===== src/rtl/shared_counter_sched_pkg.sv =====
// Shared types and sizing helpers for the round-robin counter scheduler.
package shared_counter_sched_pkg;

  typedef enum logic [1:0] {
    S_IDLE = 2'd0,
    S_RUN  = 2'd1,
    S_DONE = 2'd2
  } state_t;

  // Index width for n requesters, never narrower than one bit.
  function automatic int idx_width(input int n);
    return (n > 2) ? $clog2(n) : 1;
  endfunction

endpackage


===== src/rtl/shared_counter_sched_rr_pick.sv =====
// Combinational round-robin picker: first set request at or after ptr, wrapping.
module rr_pick
  import shared_counter_sched_pkg::*;
#(
  parameter  int N_REQ = 4,
  localparam int IDX_W = idx_width(N_REQ)
) (
  input  logic [N_REQ-1:0] req,
  input  logic [IDX_W-1:0] ptr,
  output logic             valid,
  output logic [IDX_W-1:0] idx,
  output logic [N_REQ-1:0] onehot
);

  logic [N_REQ-1:0] rot;
  logic [IDX_W-1:0] pos [N_REQ];

  // pos[gi] is the requester index gi places after ptr, modulo N_REQ.
  for (genvar gi = 0; gi < N_REQ; gi++) begin : g_rot
    logic [IDX_W:0] sum;
    assign sum     = {1'b0, ptr} + (IDX_W+1)'(gi);
    assign pos[gi] = (sum >= (IDX_W+1)'(N_REQ)) ? IDX_W'(sum - (IDX_W+1)'(N_REQ))
                                                 : sum[IDX_W-1:0];
    assign rot[gi] = req[pos[gi]];
  end

  always_comb begin
    valid  = 1'b0;
    idx    = '0;
    onehot = '0;
    for (int k = N_REQ - 1; k >= 0; k--) begin
      if (rot[k]) begin
        valid = 1'b1;
        idx   = pos[k];
      end
    end
    if (valid) onehot[idx] = 1'b1;
  end

endmodule


===== src/rtl/shared_counter_sched.sv =====
// Round-robin scheduler owning one shared up-counter; each winner counts 0..LEN then
// gets a one-cycle DONE. Dropping the request mid-run aborts without DONE.
module shared_counter_sched
  import shared_counter_sched_pkg::*;
#(
  parameter  int N_REQ = 4,
  parameter  int WIDTH = 4,
  localparam int IDX_W = idx_width(N_REQ)
) (
  input  logic                   CLK,
  input  logic                   RESETN,
  input  logic [N_REQ-1:0]       REQ,
  input  logic [N_REQ*WIDTH-1:0] LEN,
  output logic [N_REQ-1:0]       GNT,
  output logic                   BUSY,
  output logic [WIDTH-1:0]       COUNT,
  output logic                   DONE,
  output logic [IDX_W-1:0]       DONE_ID
);

  state_t           state_reg;
  logic [WIDTH-1:0] len_q;
  logic [WIDTH-1:0] count_reg;
  logic [IDX_W-1:0] ptr_reg;
  logic [IDX_W-1:0] winner_reg;
  logic [IDX_W-1:0] done_id_reg;
  logic [N_REQ-1:0] gnt_reg;
  logic             busy_reg;
  logic             done_reg;

  logic             pick_valid;
  logic [IDX_W-1:0] pick_idx;
  logic [N_REQ-1:0] pick_onehot;
  logic [IDX_W-1:0] ptr_next;
  logic [WIDTH-1:0] len_arr [N_REQ];

  for (genvar gi = 0; gi < N_REQ; gi++) begin : g_len
    assign len_arr[gi] = LEN[gi*WIDTH +: WIDTH];
  end

  rr_pick #(
    .N_REQ (N_REQ)
  ) u_pick (
    .req    (REQ),
    .ptr    (ptr_reg),
    .valid  (pick_valid),
    .idx    (pick_idx),
    .onehot (pick_onehot)
  );

  assign ptr_next = (pick_idx == IDX_W'(N_REQ - 1)) ? '0 : pick_idx + 1'b1;

  always_ff @(posedge CLK or negedge RESETN) begin
    if (!RESETN) begin
      state_reg   <= S_IDLE;
      len_q       <= '0;
      count_reg   <= '0;
      ptr_reg     <= '0;
      winner_reg  <= '0;
      done_id_reg <= '0;
      gnt_reg     <= '0;
      busy_reg    <= 1'b0;
      done_reg    <= 1'b0;
    end else begin
      case (state_reg)
        S_IDLE: begin
          done_reg <= 1'b0;
          if (pick_valid) begin
            state_reg  <= S_RUN;
            len_q      <= len_arr[pick_idx];
            winner_reg <= pick_idx;
            ptr_reg    <= ptr_next;
            gnt_reg    <= pick_onehot;
            busy_reg   <= 1'b1;
            count_reg  <= '0;
          end
        end
        S_RUN: begin
          // Abort is checked first so it beats terminal count on the same edge.
          if (!REQ[winner_reg]) begin
            state_reg <= S_IDLE;
            gnt_reg   <= '0;
            count_reg <= '0;
            busy_reg  <= 1'b0;
          end else if (count_reg == len_q) begin
            state_reg   <= S_DONE;
            gnt_reg     <= '0;
            count_reg   <= '0;
            done_reg    <= 1'b1;
            done_id_reg <= winner_reg;
          end else begin
            count_reg <= count_reg + 1'b1;
          end
        end
        S_DONE: begin
          state_reg <= S_IDLE;
          done_reg  <= 1'b0;
          busy_reg  <= 1'b0;
        end
        default: begin
          state_reg <= S_IDLE;
          gnt_reg   <= '0;
          count_reg <= '0;
          busy_reg  <= 1'b0;
          done_reg  <= 1'b0;
        end
      endcase
    end
  end

  assign GNT     = gnt_reg;
  assign BUSY    = busy_reg;
  assign COUNT   = count_reg;
  assign DONE    = done_reg;
  assign DONE_ID = done_id_reg;

endmodule


===== config.mk =====
export PLATFORM = sky130hd
export DESIGN_NAME = shared_counter_sched
export DESIGN_NICKNAME = d
export VERILOG_FILES = /design/src/rtl/shared_counter_sched_pkg.sv /design/src/rtl/shared_counter_sched_rr_pick.sv /design/src/rtl/shared_counter_sched.sv
export SDC_FILE = /design/constraint.sdc
export NUM_CORES = 1
export LEC_CHECK = 0
export ABC_CLOCK_PERIOD_IN_PS = 2900
export CAP_MARGIN = 15
export CORE_UTILIZATION = 43
export CTS_CLUSTER_SIZE = 25
export DETAILED_ROUTE_END_ITERATION = 8
export GPL_ROUTABILITY_DRIVEN = 0
export PLACE_DENSITY = 0.8
export SYNTH_ARGS = -nofsm -noshare
export SYNTH_HDL_FRONTEND = slang
export SYNTH_HIERARCHICAL = 1
export SYNTH_SLANG_ARGS = --single-unit

===== constraint.sdc =====
create_clock -name CLK -period 2.9 [get_ports CLK]
set_clock_uncertainty 0.15 [all_clocks]
set_input_delay 0.58 -clock CLK [delete_from_list [all_inputs] [get_ports CLK]]
set_output_delay 0.58 -clock CLK [all_outputs]
set_load 0.005 [all_outputs]

==> results.py <==
metrics = {
    "run_status": {
        "status": "complete, no violations",
    },
    "global_route": {
        "grt_usage": 0.190,
        "grt_pass1_wl_um": 4730,
        "gr-total-overflow": 0,
        "grt_pass1_vias": 1052,
        "antenna_found_initial": 0,
        "grt_max_degree": 23,
    },
    "sta": {
        "finalSetupTns_ns": 0,
        "rsz0062_at_grt": "false",
        "relSlewSlack": 0.696,
        "drv_slew": 0,
        "max_slew.worst_pin.slew_ns": 0.456,
        "setup_ws_ns": 0.485,
        "min_period_ns": 2.42,
        "setup_viol": 0,
        "min_period_over_period": 0.833,
        "max_freq_mhz": 414,
        "hold_ws_ns": 0.354,
        "final_hold_viol_count": 0,
    },
    "route": {
        "drtPass1Iterations": 4,
        "detail_route.wl_per_cell_um": 15.1,
        "ant_nets": 0,
        "totalWireLength_um": 2680,
        "vias_per_cell": 5.67,
        "drc": 0,
        "vias": 1009,
        "drt_iter0_markers": 32,
    },
    "floorplanning": {
        "rows": 19,
        "initial_core_util": 0.460,
        "ios": 34,
        "dieHeight_um": 56.6,
        "core-area_um2": 2780,
        "dieArea_um2": 3200,
        "dieWidth_um": 56.6,
    },
    "finish": {
        "area_delta_synth_final_pct": 33.5,
        "antenna_cells": 0,
        "final_cells": 178,
        "layout.nets": 172,
        "fin_area_um2": 1710,
        "drive_gt1_frac": 0.204,
        "finalCoreUtilization": 0.614,
    },
    "clock_tree": {
        "htreeDepth": 1,
        "insertion_delay_ns": 0.31,
        "clock_sinks": 22,
        "clockBufferDepth": 2,
        "cts-root-buf": "clkbuf_4",
        "hold_buffers": 0,
        "cts_tree": "built",
        "cts_setup_buffers": 0,
        "cts-resized-gates": 0,
        "cts_inserted_buffers": 3,
        "path_clk_slew_ns": 0.12,
    },
    "power_and_ir_drop": {
        "power.total_mw": 1.56,
        "ir_worst_vdd_mv": 0.546,
        "power.density_nw_per_um2": 910,
        "p_leak_nw": 0.730,
    },
    "yosys": {
        "netlist_instances": 109,
        "yosysSeqAreaShare": 0.430,
        "synth_edf_count": 0,
        "synth_top_cell_by_area": "dfrtp_1",
        "avgSynthCellArea_um2": 11.7,
        "synth_simple_gate_area_frac": 0.147,
        "synthMuxAreaShare": 0.184,
        "ys_types": 39,
        "synth_compound_area_frac": 0.163,
        "syn-cell-area_um2": 1280,
        "synth_area_leaders": "dfrtp_1 43%, mux2_2 8.8%, mux4_2 7.0%",
        "synth_top_family_by_area": "multiplexers",
        "syn_nets": 133,
        "synth_ff_type": "dfrtp_1",
        "synth_common_cells": "22 x dfrtp_1, 10 x mux2_2, 7 x nor2_1",
        "synth-seq-cells": 22,
        "yosysMostFrequentCell": "dfrtp_1",
        "synth-xor-area-share": 0.0274,
        "ys_async_sr_fraction": 1.00,
        "synth_top_area_share": 0.430,
        "synthAdderAreaFrac": 0.0196,
        "yosysWarnings": 6,
    },
    "run": {
        "cap_violations": 0,
    },
    "placed_design": {
        "place_ws_ns": 0.138,
        "hpwlAfterDp_um": 2050,
        "dpl_cell_area_um2": 1660,
        "io_buffers": 33,
        "dp.cells": 174,
    },
    "critical_path": {
        "cp_max_fo": 7,
        "worstSetupEndpointType": "flip-flop",
        "required_ns": 2.95,
        "criticalPathCategory": "input pin to flip-flop",
        "worstPathArrival_ns": 2.46,
        "start_kind": "input pin",
    },
    "worst_hold_path": {
        "hold_path.class": "flip-flop to flip-flop",
    },
}
worst max-delay path, cell delays in order:
cell and delay [ns]:
clkdlybuf4s50_1 0.51, nand2b_1 0.13, a21oi_1 0.09, a221oi_2 0.18, buf_4 0.21, mux4_2 0.50
mux2_2 0.27
power by group:
| group | internal, mW | switching (mW) |
|---|---|---|
| clock | 0.140 | 0.0946 |
| combinational | 0.446 | 0.317 |
| sequential | 0.433 | 0.126 |
placed cells by master, fill, tap and decap left out, types with 3 or more instances in the layout:
master | netlist | final
o21bai_1 | 3 | 3
nor2b_1 | 5 | 5
mux2_2 | 10 | 10
buf_4 | 2 | 5
mux4_2 | 4 | 4
nand2b_1 | 3 | 3
nor2_1 | 7 | 7
dfrtp_1 | 22 | 22
a21oi_1 | 4 | 4
clkbuf_4 | 0 | 3
a22o_1 | 6 | 6
xor2_1 | 4 | 4
clkdlybuf4s50_1 | 0 | 33
nand2_1 | 5 | 5
final cells by class:
class | instances | area [um2]
Clock buffer | 3 | 22.5
Clock inverter | 1 | 30.0
Fill cell | 236 | 1070
Inverter | 2 | 7.51
Multi-Input combinational cell | 81 | 692
Sequential cell | 22 | 551
Tap cell | 31 | 38.8
Timing Repair Buffer | 38 | 368
layer usage:
metal	up-vias	global-route usage	part of all wire
li1	482	-	-
met1	485	0.252	0.43
met2	38	0.323	0.51
met3	4	0.0207	0.041
met4	0	0.0627	0.014
met5	-	0	0
cells by family after synthesis:
logic type                 after synthesis
DFF                                     22
adders and majority gates                2
and+or+nand+nor                         32
AOI/OAI and AO/OA                       26
buffers and inverters                    6
xor gates and xnor gates                 4
muxes                                   17
worst paths after layout:
path,start,endpoint,slack (ns),cells past startpoint
max,REQ[2],len_q[2],0.48,7
min,DONE_ID[0],DONE_ID[0],0.35,1
max reg2reg,ptr_reg[0],len_q[2],0.64,6
min reg2reg,DONE_ID[0],DONE_ID[0],0.35,1
max in group asynchronous,RESETN,winner_reg[1],1.91,2
min in group asynchronous,RESETN,len_q[1],0.45,2
No activity file was read; power rests on OpenSTA's default activity.
